**src/rtl/adc_sample_capture_writer_if.sv**
```systemverilog
// ADC capture writer bundle: sample input, control,
// RAM port-2 write side and capture status.
interface adc_sample_capture_writer_if #(
  parameter int DATA_W  = 16,
  parameter int ADDR_W  = 13,
  parameter int DECIM_W = 8
) ();
  logic [DATA_W-1:0]  sample_data;
  logic               sample_valid;
  logic               start;
  logic               abort;
  logic               trig_mode;
  logic [DATA_W-1:0]  trig_level;
  logic [DECIM_W-1:0] decim;
  logic [ADDR_W-1:0]  address2;
  logic [DATA_W-1:0]  writedata2;
  logic [1:0]         byteenable2;
  logic               chipselect2;
  logic               write2;
  logic               clken2;
  logic               busy;
  logic               done;
  logic               overrun;
  logic [ADDR_W-1:0]  word_count;

  modport slave (
    input  sample_data, sample_valid,
    input  start, abort,
    input  trig_mode, trig_level, decim,
    output address2, writedata2,
    output byteenable2, chipselect2,
    output write2, clken2,
    output busy, done, overrun, word_count
  );

  modport master (
    output sample_data, sample_valid,
    output start, abort,
    output trig_mode, trig_level, decim,
    input  address2, writedata2,
    input  byteenable2, chipselect2,
    input  write2, clken2,
    input  busy, done, overrun, word_count
  );
endinterface

```
**src/rtl/adc_sample_capture_writer.sv**
```systemverilog
// Triggered ADC block capture into RAM port 2,
// with decimation, abort and done/overrun status.
module adc_sample_capture_writer #(
  parameter int DATA_W  = 16,
  parameter int ADDR_W  = 13,
  parameter int DEPTH   = 5000,
  parameter int DECIM_W = 8
) (
  input logic clk,
  input logic reset_n,
  adc_sample_capture_writer_if.slave bus
);

  typedef enum logic [1:0] {
    S_IDLE,
    S_ARMED,
    S_CAPTURE,
    S_DONE
  } state_t;

  state_t              r_state;
  logic [ADDR_W-1:0]   r_addr;
  logic [ADDR_W-1:0]   r_waddr;
  logic [ADDR_W-1:0]   r_wcount;
  logic [DATA_W-1:0]   r_wdata;
  logic                r_write;
  logic                r_busy;
  logic                r_done;
  logic                r_overrun;
  logic                r_vld_d;
  logic                r_prev_vld;
  logic signed [DATA_W-1:0] r_prev;
  logic [DECIM_W-1:0]  r_decim;
  logic [DECIM_W-1:0]  r_dcnt;

  logic signed [DATA_W-1:0] w_data;
  logic signed [DATA_W-1:0] w_level;
  logic                w_cross;
  logic                w_trig;
  logic                w_keep;
  logic                w_wr;
  logic                w_last;
  logic [DECIM_W-1:0]  w_dcnt_nxt;

  assign w_data  = bus.sample_data;
  assign w_level = bus.trig_level;

  // prev is only meaningful once a sample has been seen since arming
  assign w_cross = r_prev_vld
                && (r_prev < w_level)
                && (w_level <= w_data);

  assign w_trig = bus.sample_valid
               && (!bus.trig_mode || w_cross);

  assign w_keep = bus.sample_valid
               && (r_dcnt == '0);

  assign w_dcnt_nxt = (r_dcnt == r_decim)
                    ? '0 : r_dcnt + 1'b1;

  assign w_last = (r_wcount == ADDR_W'(DEPTH - 1));

  // abort suppresses any write decided on the same edge
  assign w_wr = !bus.abort
             && (((r_state == S_ARMED) && w_trig)
              || ((r_state == S_CAPTURE) && w_keep));

  assign bus.address2    = r_addr;
  assign bus.writedata2  = r_wdata;
  assign bus.byteenable2 = 2'b11;
  assign bus.chipselect2 = r_write;
  assign bus.write2      = r_write;
  assign bus.clken2      = 1'b1;
  assign bus.busy        = r_busy;
  assign bus.done        = r_done;
  assign bus.overrun     = r_overrun;
  assign bus.word_count  = r_wcount;

  // capture FSM with registered RAM strobe and status
  always_ff @(posedge clk or negedge reset_n) begin
    if (!reset_n) begin
      r_state    <= S_IDLE;
      r_addr     <= '0;
      r_waddr    <= '0;
      r_wcount   <= '0;
      r_wdata    <= '0;
      r_write    <= 1'b0;
      r_busy     <= 1'b0;
      r_done     <= 1'b0;
      r_overrun  <= 1'b0;
      r_vld_d    <= 1'b0;
      r_prev_vld <= 1'b0;
      r_prev     <= '0;
      r_decim    <= '0;
      r_dcnt     <= '0;
    end else begin
      r_write <= 1'b0;
      r_vld_d <= bus.sample_valid
              && (r_state == S_CAPTURE);
      if (bus.abort) begin
        r_state <= S_IDLE;
        r_busy  <= 1'b0;
      end else begin
        unique case (r_state)
          S_IDLE, S_DONE: begin
            if (bus.start) begin
              r_state    <= S_ARMED;
              r_busy     <= 1'b1;
              r_done     <= 1'b0;
              r_overrun  <= 1'b0;
              r_wcount   <= '0;
              r_waddr    <= '0;
              r_addr     <= '0;
              r_dcnt     <= '0;
              r_prev_vld <= 1'b0;
              r_decim    <= bus.decim;
            end
          end
          S_ARMED: begin
            if (w_trig) begin
              r_state <= S_CAPTURE;
              r_dcnt  <= (r_decim == '0)
                       ? '0 : DECIM_W'(1);
            end else if (bus.sample_valid) begin
              r_prev     <= w_data;
              r_prev_vld <= 1'b1;
            end
          end
          S_CAPTURE: begin
            if (bus.sample_valid) begin
              r_dcnt <= w_dcnt_nxt;
              if (r_vld_d)
                r_overrun <= 1'b1;
            end
          end
          default: r_state <= S_IDLE;
        endcase
        if (w_wr) begin
          r_write  <= 1'b1;
          r_addr   <= r_waddr;
          r_wdata  <= bus.sample_data;
          r_waddr  <= r_waddr + 1'b1;
          r_wcount <= r_wcount + 1'b1;
          if (w_last) begin
            r_state <= S_DONE;
            r_busy  <= 1'b0;
            r_done  <= 1'b1;
          end
        end
      end
    end
  end

endmodule

```
**src/flat_wrapper.sv**
```systemverilog
// flat-port wrapper written by rule: the top's interface ports become plain ports
module adc_sample_capture_writer_flat 
#(
  parameter int DATA_W  = 16,
  parameter int ADDR_W  = 13,
  parameter int DEPTH   = 5000,
  parameter int DECIM_W = 8
)
  (clk, reset_n, bus_sample_data, bus_sample_valid, bus_start, bus_abort, bus_trig_mode, bus_trig_level, bus_decim, bus_address2, bus_writedata2, bus_byteenable2, bus_chipselect2, bus_write2, bus_clken2, bus_busy, bus_done, bus_overrun, bus_word_count);
  adc_sample_capture_writer_if #(.DATA_W(DATA_W), .ADDR_W(ADDR_W), .DECIM_W(DECIM_W)) bus_i ();
  input logic clk;
  input logic reset_n;
  input wire logic [$bits(bus_i.sample_data)-1:0] bus_sample_data;
  input wire logic [$bits(bus_i.sample_valid)-1:0] bus_sample_valid;
  input wire logic [$bits(bus_i.start)-1:0] bus_start;
  input wire logic [$bits(bus_i.abort)-1:0] bus_abort;
  input wire logic [$bits(bus_i.trig_mode)-1:0] bus_trig_mode;
  input wire logic [$bits(bus_i.trig_level)-1:0] bus_trig_level;
  input wire logic [$bits(bus_i.decim)-1:0] bus_decim;
  output wire logic [$bits(bus_i.address2)-1:0] bus_address2;
  output wire logic [$bits(bus_i.writedata2)-1:0] bus_writedata2;
  output wire logic [$bits(bus_i.byteenable2)-1:0] bus_byteenable2;
  output wire logic [$bits(bus_i.chipselect2)-1:0] bus_chipselect2;
  output wire logic [$bits(bus_i.write2)-1:0] bus_write2;
  output wire logic [$bits(bus_i.clken2)-1:0] bus_clken2;
  output wire logic [$bits(bus_i.busy)-1:0] bus_busy;
  output wire logic [$bits(bus_i.done)-1:0] bus_done;
  output wire logic [$bits(bus_i.overrun)-1:0] bus_overrun;
  output wire logic [$bits(bus_i.word_count)-1:0] bus_word_count;
  assign bus_i.sample_data = bus_sample_data;
  assign bus_i.sample_valid = bus_sample_valid;
  assign bus_i.start = bus_start;
  assign bus_i.abort = bus_abort;
  assign bus_i.trig_mode = bus_trig_mode;
  assign bus_i.trig_level = bus_trig_level;
  assign bus_i.decim = bus_decim;
  assign bus_address2 = bus_i.address2;
  assign bus_writedata2 = bus_i.writedata2;
  assign bus_byteenable2 = bus_i.byteenable2;
  assign bus_chipselect2 = bus_i.chipselect2;
  assign bus_write2 = bus_i.write2;
  assign bus_clken2 = bus_i.clken2;
  assign bus_busy = bus_i.busy;
  assign bus_done = bus_i.done;
  assign bus_overrun = bus_i.overrun;
  assign bus_word_count = bus_i.word_count;
  adc_sample_capture_writer #(.DATA_W(DATA_W), .ADDR_W(ADDR_W), .DEPTH(DEPTH), .DECIM_W(DECIM_W)) u_core (.clk(clk), .reset_n(reset_n), .bus(bus_i));
endmodule
```
**config.mk**
```make
export PLATFORM = sky130hd
export DESIGN_NAME = adc_sample_capture_writer_flat
export DESIGN_NICKNAME = d
export VERILOG_FILES = /design/src/rtl/adc_sample_capture_writer_if.sv /design/src/rtl/adc_sample_capture_writer.sv /design/src/flat_wrapper.sv
export SDC_FILE = /design/constraint.sdc
export NUM_CORES = 1
export LEC_CHECK = 0
export ABC_AREA = 1
export BUFFER_PORTS_ARGS = -buffer_cell sky130_fd_sc_hd__clkbuf_2
export CORE_UTILIZATION = 30
export DETAILED_ROUTE_END_ITERATION = 8
export SYNTH_ARGS = -nofsm -noshare
export SYNTH_HDL_FRONTEND = slang
export SYNTH_SLANG_ARGS = --single-unit
```
**constraint.sdc**
```tcl
create_clock -name clk -period 5.4 [get_ports clk]
set_input_delay 0.54 -clock clk [delete_from_list [all_inputs] [get_ports clk]]
set_output_delay 0.54 -clock clk [all_outputs]
set_load 0.005 [all_outputs]
```
==> impl_metrics.json, run 1 <==
{
  "ctsResizeCount": 0,
  "routedWlPerCell_um": 12.1,
  "synth_edf_count": 0,
  "synth_compound_area_frac": 0.121,
  "post_cts_buffers": 0,
  "clock_sinks": 95,
  "syn-instance-count": 673,
  "fmax_ghz": 0.340,
  "r2r_slack_ns": 2.49,
  "fin_crit_sh": 0.544,
  "fillers": 1890,
  "post-route-drc-count": 0,
  "ys_ff_latch": 95,
  "core_mm2": 0.0179,
  "whs_ns": 0.210,
  "grtUsageMet1": 0.178,
  "crit_type": "input pin to flop",
  "yosys.area_share.simple": 0.232,
  "grt_pass1_wl_mm": 20.1,
  "antenna_found_initial": 0,
  "cts_hold_buf": 0,
  "maxCapViolCount": 0,
  "synth_xor_area_frac": 0.0208,
  "drtAntennaViolNets": 0,
  "syn_to_final_growth_pct": 16.4,
  "vias": 4418,
  "global_route.usage.total": 0.137,
  "synth_adder_area_share": 0.0845,
  "synth_top_family_by_area": "simple AND/OR/NAND/NOR gates",
  "synth_mux_area_frac": 0,
  "cts_buffers": 9,
  "start_kind": "input pin",
  "die_x_um": 137,
  "yosys.area.top_type": "dfrtp_1",
  "design.die.area_mm2": 0.0188,
  "avgSynthCellArea_um2": 8.14,
  "power_density_mw_per_mm2": 318,
  "clock_latency_ns": 0.34,
  "hold_path_class": "input pin to async pin",
  "ys_seq_area_frac": 0.434,
  "slew-limit-headroom": 0.276,
  "fin_ws_ns": 2.46,
  "period_needed_ns": 2.94,
  "setup_tns_ns": 0,
  "dr.pass1.iters": 4,
  "initial_core_util": 0.306,
  "irDropWorstVdd_uv": 156,
  "dpl_worst_slack_ns": 2.02,
  "io_pins": 96,
  "slowest_stage": "nand2_4",
  "gp_congestion": 0.810,
  "worst_slew_pin_slew_ns": 1.09,
  "die-height_um": 137,
  "netlist.area_leader.share": 0.434,
  "num_antenna_cells": 0,
  "portBuffers": 92,
  "root_buffer": "clkbuf_16",
  "critPathMostFrequentCell": "nand2_1",
  "gr-max-usage-layer": "met2",
  "grtUsageMet3": 0.0263,
  "synth_area_leaders": "dfrtp_1, nand2_1, ha_1",
  "grt_max_degree": 94,
  "ys_async_sr_fraction": 1.00,
  "synth.most_common_cell": "nand2_1",
  "setup_viol": 0,
  "synth_area_mm2": 0.00548,
  "final_layout_size_suffix_gt1_frac": 0.187,
  "finalHoldViolCount": 0,
  "cts_tree": "yes",
  "drt-initial-drc-count": 227,
  "clock_path_buffers": 2,
  "cpPeakStageDelay_ns": 0.76,
  "power.leakage_nw": 3.27,
  "rsz0062_at_grt": "no",
  "met2_usage": 0.223,
  "nets": 839,
  "instances_no_fill": 988,
  "path_max_fanout": 93,
  "gr-total-overflow": 0,
  "yosys_warnings": 0,
  "drt-total-wl_mm": 12.0,
  "cp.required_ns": 5.64,
  "crit_chain": "clkbuf_2, inv_1, ha_1, a21oi_1, o21ai_0, nor2_1, nand2_1, nand2_1, nand2_1, nor2_1, o21bai_2, nand3_2, nand2_1, nand2_4, o21ai_0, nand2_1, inv_1",
  "clock_skew_ns": 0.0104,
  "synth.distinct_cells": 34,
  "synth_commonest_cells": "nand2_1, inv_1, dfrtp_1",
  "grt_pass1_vias": 4210,
  "status": "completed",
  "dp.cells": 974,
  "end_kind": "flop",
  "path_clk_slew_ns": 0.06,
  "std_cell_rows": 49,
  "synthFlopType": "dfrtp_1",
  "finalMaxSlewViolations": 0,
  "dp.final_hpwl_mm": 8.72,
  "htree_levels": 3,
  "arrival_ns": 3.18,
  "viasPerCell": 4.47
}
metrics by stage:
stage | power [mW] | utilization | area [um^2]
3_5_place_dp | 1.41 | 0.340 | 6080
4_1_cts | 2.07 | 0.356 | 6380
5_1_grt | 2.17 | 0.356 | 6380
2_1_floorplan | 1.23 | - | 5490
3_3_place_gp | 1.40 | 0.340 | 6080
6_report | 2.03 | 0.356 | 6380
logic make-up after synthesis:
family,count (synthesis)
AND/OR/NAND/NOR,284
buffers and inverters,133
AO/OA/AOI/OAI,110
flip-flops,95
adder cells (fa/ha/maj),37
XOR/XNOR,13
other,1
worst max-delay path, delay by kind of cell:
| family | cells | cell delay (ns) |
|---|---|---|
| AND/OR/NAND/NOR | 9 | 1.52 |
| AO/OA/AOI/OAI | 4 | 0.57 |
| adder cells (fa/ha/maj) | 1 | 0.35 |
| buffers and inverters | 3 | 0.18 |
placed cells by master (no fill, tap or decap), types with 14 or more instances in the layout:
cell type	instances
nand2_1	155
inv_1	108
dfrtp_1	95
clkbuf_2	91
nand3_1	56
o21ai_0	39
ha_1	37
nor2_1	29
o21ai_1	28
o21ai_2	17
a21oi_1	16
nor3_1	14
layout make-up:
class,instances,area (um^2),area share
sequential,95,2380,0.373
timing repair buffer,95,485,0.0761
clock buffer,11,253,0.0396
inverter,108,405,0.0636
clock inverter,3,43.8,0.00687
tap,229,287,0.0449
multi-input combinational,447,2530,0.396
report_power, final:
group / total (mW) / internal [mW] / switching [mW]
combinational: 0.467 / 0.199 / 0.268
clock: 0.642 / 0.379 / 0.263
sequential: 0.917 / 0.841 / 0.0764
total: 2.03 / 1.42 / 0.608
metal layers:
metal | part of all wire | up-vias | wire length, um
li1 | - | 2342 | -
met1 | 0.49 | 1992 | 5880
met2 | 0.45 | 69 | 5420
met3 | 0.034 | 15 | 407
met4 | 0.023 | 0 | 271
met5 | 0 | - | 0
state kept, by name (all words and copies together), names as in the netlist:
| name | flops |
|---|---|
| u_core.r_prev_vld | 1 |
| u_core.r_vld_d | 1 |
| u_core.bus.done | 1 |
| u_core.r_decim | 8 |
| u_core.r_prev | 16 |
| u_core.bus.writedata2 | 16 |
| u_core.bus.word_count | 13 |
| u_core.r_state | 2 |
| u_core.r_waddr | 13 |
| u_core.r_dcnt | 8 |
| u_core.bus.chipselect2 | 1 |
| u_core.bus.overrun | 1 |
| u_core.bus.address2 | 13 |
| u_core.bus.busy | 1 |
final timing paths:
kind                                                         end  depth (start not counted)                            startpoint
setup / recovery                   u_core.r_waddr[0]$_DFFE_PN0P_                         17                   bus_sample_data[15]
hold / removal               u_core.bus.address2[12]$_DFFE_PN0P_                          1                               reset_n
setup reg to reg              u_core.bus.address2[0]$_DFFE_PN0P_                         12         u_core.r_prev[15]$_DFFE_PN0P_
hold reg to reg             u_core.bus.writedata2[7]$_DFFE_PN0P_                          2  u_core.bus.writedata2[7]$_DFFE_PN0P_
max in group asynchronous  u_core.bus.writedata2[14]$_DFFE_PN0P_                          2                               reset_n
min in group clk                   u_core.r_decim[6]$_DFFE_PN0P_                          3                          bus_decim[6]
Note: power is estimated with default switching activity, not from simulation.
==> run 2: changes to the inputs <==
Clock period 5.4 ns to 2.4 ns, I/O delays scaled along.
==> run 2 against run 1 <==
Count of clock-buffer cells in the layout unchanged. Total power rose to 2.5 times the previous value. Setup slack worse by 2.4 ns. Die area unchanged. Register-to-register slack worse by 2.4 ns. Critical path type is now flop to flop. Critical endpoint is now u_core.bus.word_count[12]$_DFFE_PN0P_. Highest routed layer unchanged.
==> impl_metrics.json, run 2 (synthesis gave the netlist of run 1 again) <==
{
  "end_kind": "flop",
  "dp.final_hpwl_mm": 9.22,
  "num_antenna_cells": 0,
  "design_area_mm2": 0.00718,
  "final_cell_mix": "nand2_1, inv_1, dfrtp_1, clkbuf_2, nand3_1",
  "placed_area_mm2": 0.00629,
  "clock_sinks": 95,
  "root_buffer": "clkbuf_16",
  "global_route.usage.total": 0.142,
  "rsz0062_at_grt": "yes",
  "crit_type": "flop to flop",
  "hold_path_class": "input pin to flop",
  "dp.cells": 994,
  "drtAntennaViolNets": 0,
  "setup_tns_ns": 0,
  "path_clk_slew_ns": 0.07,
  "arrival_ns": 2.58,
  "io_pins": 96,
  "grt_pass1_vias": 4157,
  "grt_pass1_wl_mm": 20.7,
  "dr.pass1.iters": 4,
  "regArea_mm2": 0.00238,
  "gp_congestion": 0.842,
  "worst_slew_pin_slew_ns": 0.569,
  "fmax_ghz": 0.427,
  "fillers": 1828,
  "clock_latency_ns": 0.35,
  "die_x_um": 137,
  "std_cell_rows": 49,
  "cts_tree": "yes",
  "final_layout_size_suffix_gt1_frac": 0.289,
  "portBuffers": 92,
  "cts_buffers": 9,
  "vias": 4654,
  "initial_core_util": 0.306,
  "cp.required_ns": 2.64,
  "start_kind": "flop",
  "routedWlPerCell_um": 13.1,
  "multi_input_area_mm2": 0.00285,
  "drt-initial-drc-count": 256,
  "path_max_fanout": 8,
  "grt_max_degree": 57,
  "gr-total-overflow": 0,
  "power.leakage_nw": 3.56,
  "nets": 874,
  "post-route-drc-count": 0,
  "core_mm2": 0.0179,
  "utilization": 0.401,
  "antenna_found_initial": 0,
  "die-height_um": 137,
  "design.die.area_mm2": 0.0188,
  "instances_no_fill": 1024,
  "clock_path_buffers": 2,
  "htree_levels": 3,
  "maxCapViolCount": 0,
  "slew-limit-headroom": 0.621,
  "drt-total-wl_mm": 13.5,
  "power_density_mw_per_mm2": 714,
  "layout_commonest_cell": "nand2_1",
  "status": "completed",
  "fin_crit_sh": 0.976,
  "period_needed_ns": 2.34,
  "finalHoldViolCount": 0,
  "clock_skew_ns": 0.00982,
  "irDropWorstVdd_uv": 461,
  "syn_to_final_growth_pct": 31.1,
  "setup_viol": 0,
  "finalMaxSlewViolations": 0,
  "viasPerCell": 4.54
}
## run 2: where the power goes
group	switching, mW	internal (mW)	total [mW]	leakage (nW)
Combinational	0.722	0.666	1.39	2.13
Sequential	0.220	1.89	2.11	1.26
Clock	0.618	1.01	1.63	0.160
## run 2: worst max-delay path, stage by stage, from the launching register on
cell	delay, ns
dfrtp_1	0.43
ha_4	0.30
nand2_4	0.05
o21bai_4	0.16
a21oi_2	0.13
nor2_2	0.06
nand3_1	0.09
nand3_2	0.10
o21bai_4	0.19
nand3_4	0.12
nand2_4	0.15
nand2_4	0.11
clkbuf_16	0.20
nand3_1	0.08
o21ai_2	0.06
## run 2: path summary, 6_finish.rpt
| kind | depth (start not counted) | slack (ns) | start | endpoint |
|---|---|---|---|---|
| worst max-delay path | 14 | 0.06 | u_core.r_prev[11]$_DFFE_PN0P_ | u_core.bus.word_count[12]$_DFFE_PN0P_ |
| worst min-delay path | 3 | 0.09 | bus_decim[7] | u_core.r_decim[7]$_DFFE_PN0P_ |
| worst max register to register | 14 | 0.06 | u_core.r_prev[11]$_DFFE_PN0P_ | u_core.bus.word_count[12]$_DFFE_PN0P_ |
| worst min register to register | 2 | 0.48 | u_core.r_vld_d$_DFF_PN0_ | u_core.bus.overrun$_DFFE_PN0P_ |
| max in group asynchronous | 3 | 1.28 | reset_n | u_core.r_decim[1]$_DFFE_PN0P_ |
| min in group asynchronous | 2 | 0.43 | reset_n | u_core.bus.address2[5]$_DFFE_PN0P_ |
## run 2: metal layers
layer | wire [um] | vias to the layer above | GRT usage
met4 | 214 | 0 | 0.0549
met2 | 6230 | 71 | 0.220
met3 | 454 | 14 | 0.0233
met5 | 0 | - | 0
met1 | 6560 | 2160 | 0.196
li1 | - | 2409 | -
## run 2: cell type report
class / instances / share of cell area
Sequential cell: 95 / 0.331
Inverter: 108 / 0.0564
Multi-Input combinational cell: 448 / 0.397
Timing Repair Buffer: 129 / 0.130
Clock inverter: 4 / 0.0132
Clock buffer: 11 / 0.0324
Tap cell: 229 / 0.0399
## run 2: stage by stage
stage	setup slack [ns]	hold slack (ns)	total power, mW
2_1_floorplan	0.280	-0.0556	2.77
3_3_place_gp	-0.0691	0.278	3.19
3_5_place_dp	-0.0716	0.280	3.21
4_1_cts	0.00689	0.0811	4.87
5_1_grt	-0.0758	0.0964	5.47
6_report	0.0571	0.0918	5.13
## run 2: repair_timing
action                     CTS  global route
hold endpoints to repair    39             0
hold buffers                 1             0
buffers inserted             0             6
gates resized for setup      0            79
setup endpoints to repair    0            83
==> run 3: changes to the inputs <==
Settings changed: CORE_UTILIZATION 30 to 51, CTS_BUF_LIST set to sky130_fd_sc_hd__clkbuf_4 sky130_fd_sc_hd__clkbuf_8 sky130_fd_sc_hd__clkbuf_16, PLACE_DENSITY set to 0.77.
==> run 3 against run 2 <==
Utilization up 23 points. Flip-flop and latch count unchanged. Clock power down 25%. Global-route usage up 7.8 points. Clock skew up 0.0024 ns. Via count up 1.8%. Cell area down 9.5%.
==> impl_metrics.json, run 3 (synthesis gave the netlist of run 1 again) <==
{
  "status": "completed",
  "syn_to_final_growth_pct": 18.6,
  "dr.pass1.iters": 4,
  "die_x_um": 106,
  "grt_pass1_vias": 4539,
  "end_kind": "flop",
  "htree_levels": 3,
  "nets": 860,
  "core_mm2": 0.0104,
  "whs_ns": 0.0758,
  "io_pins": 96,
  "fin_crit_sh": 0.991,
  "maxCapViolCount": 0,
  "worstHoldStart": "bus_decim[3]",
  "clock_sinks": 95,
  "setup_viol": 0,
  "finalHoldViolCount": 0,
  "hold_path_class": "input pin to flop",
  "crit_type": "flop to flop",
  "irDropWorstVdd_uv": 324,
  "portBuffers": 92,
  "routedWlPerCell_um": 13.0,
  "utilization": 0.627,
  "path_clk_slew_ns": 0.09,
  "layout_commonest_cell": "nand2_1",
  "worst_slew_pin_slew_ns": 0.777,
  "drt-total-wl_mm": 11.9,
  "dp.final_hpwl_mm": 8.77,
  "arrival_ns": 2.65,
  "power_density_mw_per_mm2": 685,
  "cp.required_ns": 2.67,
  "gr-total-overflow": 0,
  "finalMaxSlewViolations": 0,
  "post-route-drc-count": 0,
  "whs_path_depth": 3,
  "num_antenna_cells": 0,
  "finalPower_mw": 4.45,
  "rsz0062_at_grt": "yes",
  "cts_buffers": 9,
  "setup_tns_ns": 0,
  "grt_pass1_wl_mm": 19.9,
  "r2r_cells": 17,
  "initial_core_util": 0.528,
  "final_cell_mix": "nand2_1, inv_1, dfrtp_1, clkbuf_2, nand3_1",
  "antenna_found_initial": 0,
  "vias": 4737,
  "grt_max_degree": 60,
  "path_max_fanout": 4,
  "clock_skew_ns": 0.0122,
  "clock_path_buffers": 2,
  "timing.rr.start": "u_core.r_prev[9]$_DFFE_PN0P_",
  "timing.rr.end": "u_core.bus.busy$_DFF_PN0_",
  "slew-limit-headroom": 0.482,
  "global_route.usage.total": 0.220,
  "drt-initial-drc-count": 273,
  "root_buffer": "clkbuf_8",
  "period_needed_ns": 2.38,
  "start_kind": "flop",
  "viasPerCell": 5.16,
  "hold-path-endpoint": "u_core.r_decim[3]$_DFFE_PN0P_",
  "fmax_ghz": 0.421,
  "gp_congestion": 0.844,
  "die-height_um": 106,
  "r2r_slack_ns": 0.02,
  "fillers": 879,
  "drtAntennaViolNets": 0,
  "final_layout_size_suffix_gt1_frac": 0.223,
  "power.leakage_nw": 3.39,
  "design.die.area_mm2": 0.0112,
  "std_cell_rows": 37,
  "cts_tree": "yes",
  "clock_latency_ns": 0.37
}
-- run 3: cell count changes in the layout (fill, tap and decap cells not counted), moves of 7 or more --
cell,delta
nand2_2,-14
nand2_1,+17
o21ai_2,-8
nand3_1,+8
clkbuf_8,+11
clkbuf_16,-14
nand3_2,-7
-- run 3: worst max path at each step --
stage	depth (start not counted)	slack (ns)	end	startpoint
2_1_floorplan	15	0.28	u_core.bus.address2[5]$_DFFE_PN0P_	u_core.r_prev[15]$_DFFE_PN0P_
3_3_place_gp	15	-0.03	u_core.bus.busy$_DFF_PN0_	bus_sample_data[7]
3_5_place_dp	19	-0.004	u_core.r_waddr[4]$_DFFE_PN0P_	bus_sample_data[7]
4_1_cts	16	0.06	u_core.r_waddr[6]$_DFFE_PN0P_	u_core.r_prev[9]$_DFFE_PN0P_
5_1_grt	19	-0.14	u_core.bus.busy$_DFF_PN0_	u_core.r_prev[1]$_DFFE_PN0P_
6_report	17	0.02	u_core.bus.busy$_DFF_PN0_	u_core.r_prev[9]$_DFFE_PN0P_
-- run 3: through the flow --
stage | instance area, um^2 | worst slack, ns | std cells
2_1_floorplan | 5490 | 0.280 | 675
3_5_place_dp | 6080 | -0.00440 | 893
6_report | 6500 | 0.0219 | 918
5_1_grt | 6500 | -0.143 | 918
3_3_place_gp | 6080 | -0.0318 | 893
4_1_cts | 6330 | 0.0622 | 910
-- run 3: final cells by class --
type                       instances  area [um^2]  share of cell area
multi-input combinational        447         2610               0.401
sequential                        95         2380               0.366
timing repair buffer             116          706               0.109
inverter                         108          405              0.0624
tap                              136          170              0.0262
clock buffer                      12          159              0.0244
clock inverter                     4         77.6              0.0119
-- run 3: what timing repair did --
action | 4_1_cts | 5_1_grt
endpoints found under the setup margin | 0 | 81
hold endpoints to repair | 57 | 0
hold buffers | 1 | 0
gates resized for setup | 0 | 27
setup buffers | 0 | 7
-- run 3: worst max-delay path: stages (launching register included) --
cell and delay [ns]:
dfrtp_1 0.43, ha_4 0.23, nand2_1 0.08, inv_1 0.05, o21bai_1 0.13, a21oi_1 0.09
nor2_1 0.14, nand2_1 0.07, nand2_1 0.06, nand3_2 0.09, o21bai_4 0.16, nand3_2 0.10
buf_6 0.16, a21oi_4 0.20, buf_6 0.13, nand2_4 0.06, nand2_2 0.07, inv_1 0.03
-- run 3: routing by layer --
metal	wire, um	share of wire	GRT usage
met1	5460	0.46	0.286
met2	5770	0.49	0.364
met3	469	0.039	0.0359
met4	185	0.016	0.0952
met5	0	0	0
-- run 3: power breakdown --
group | leakage, nW | switching, mW | internal (mW)
registers | 1.26 | 0.189 | 1.89
clock network | 0.120 | 0.559 | 0.660
logic | 2.01 | 0.637 | 0.519
total | 3.39 | 1.39 | 3.07
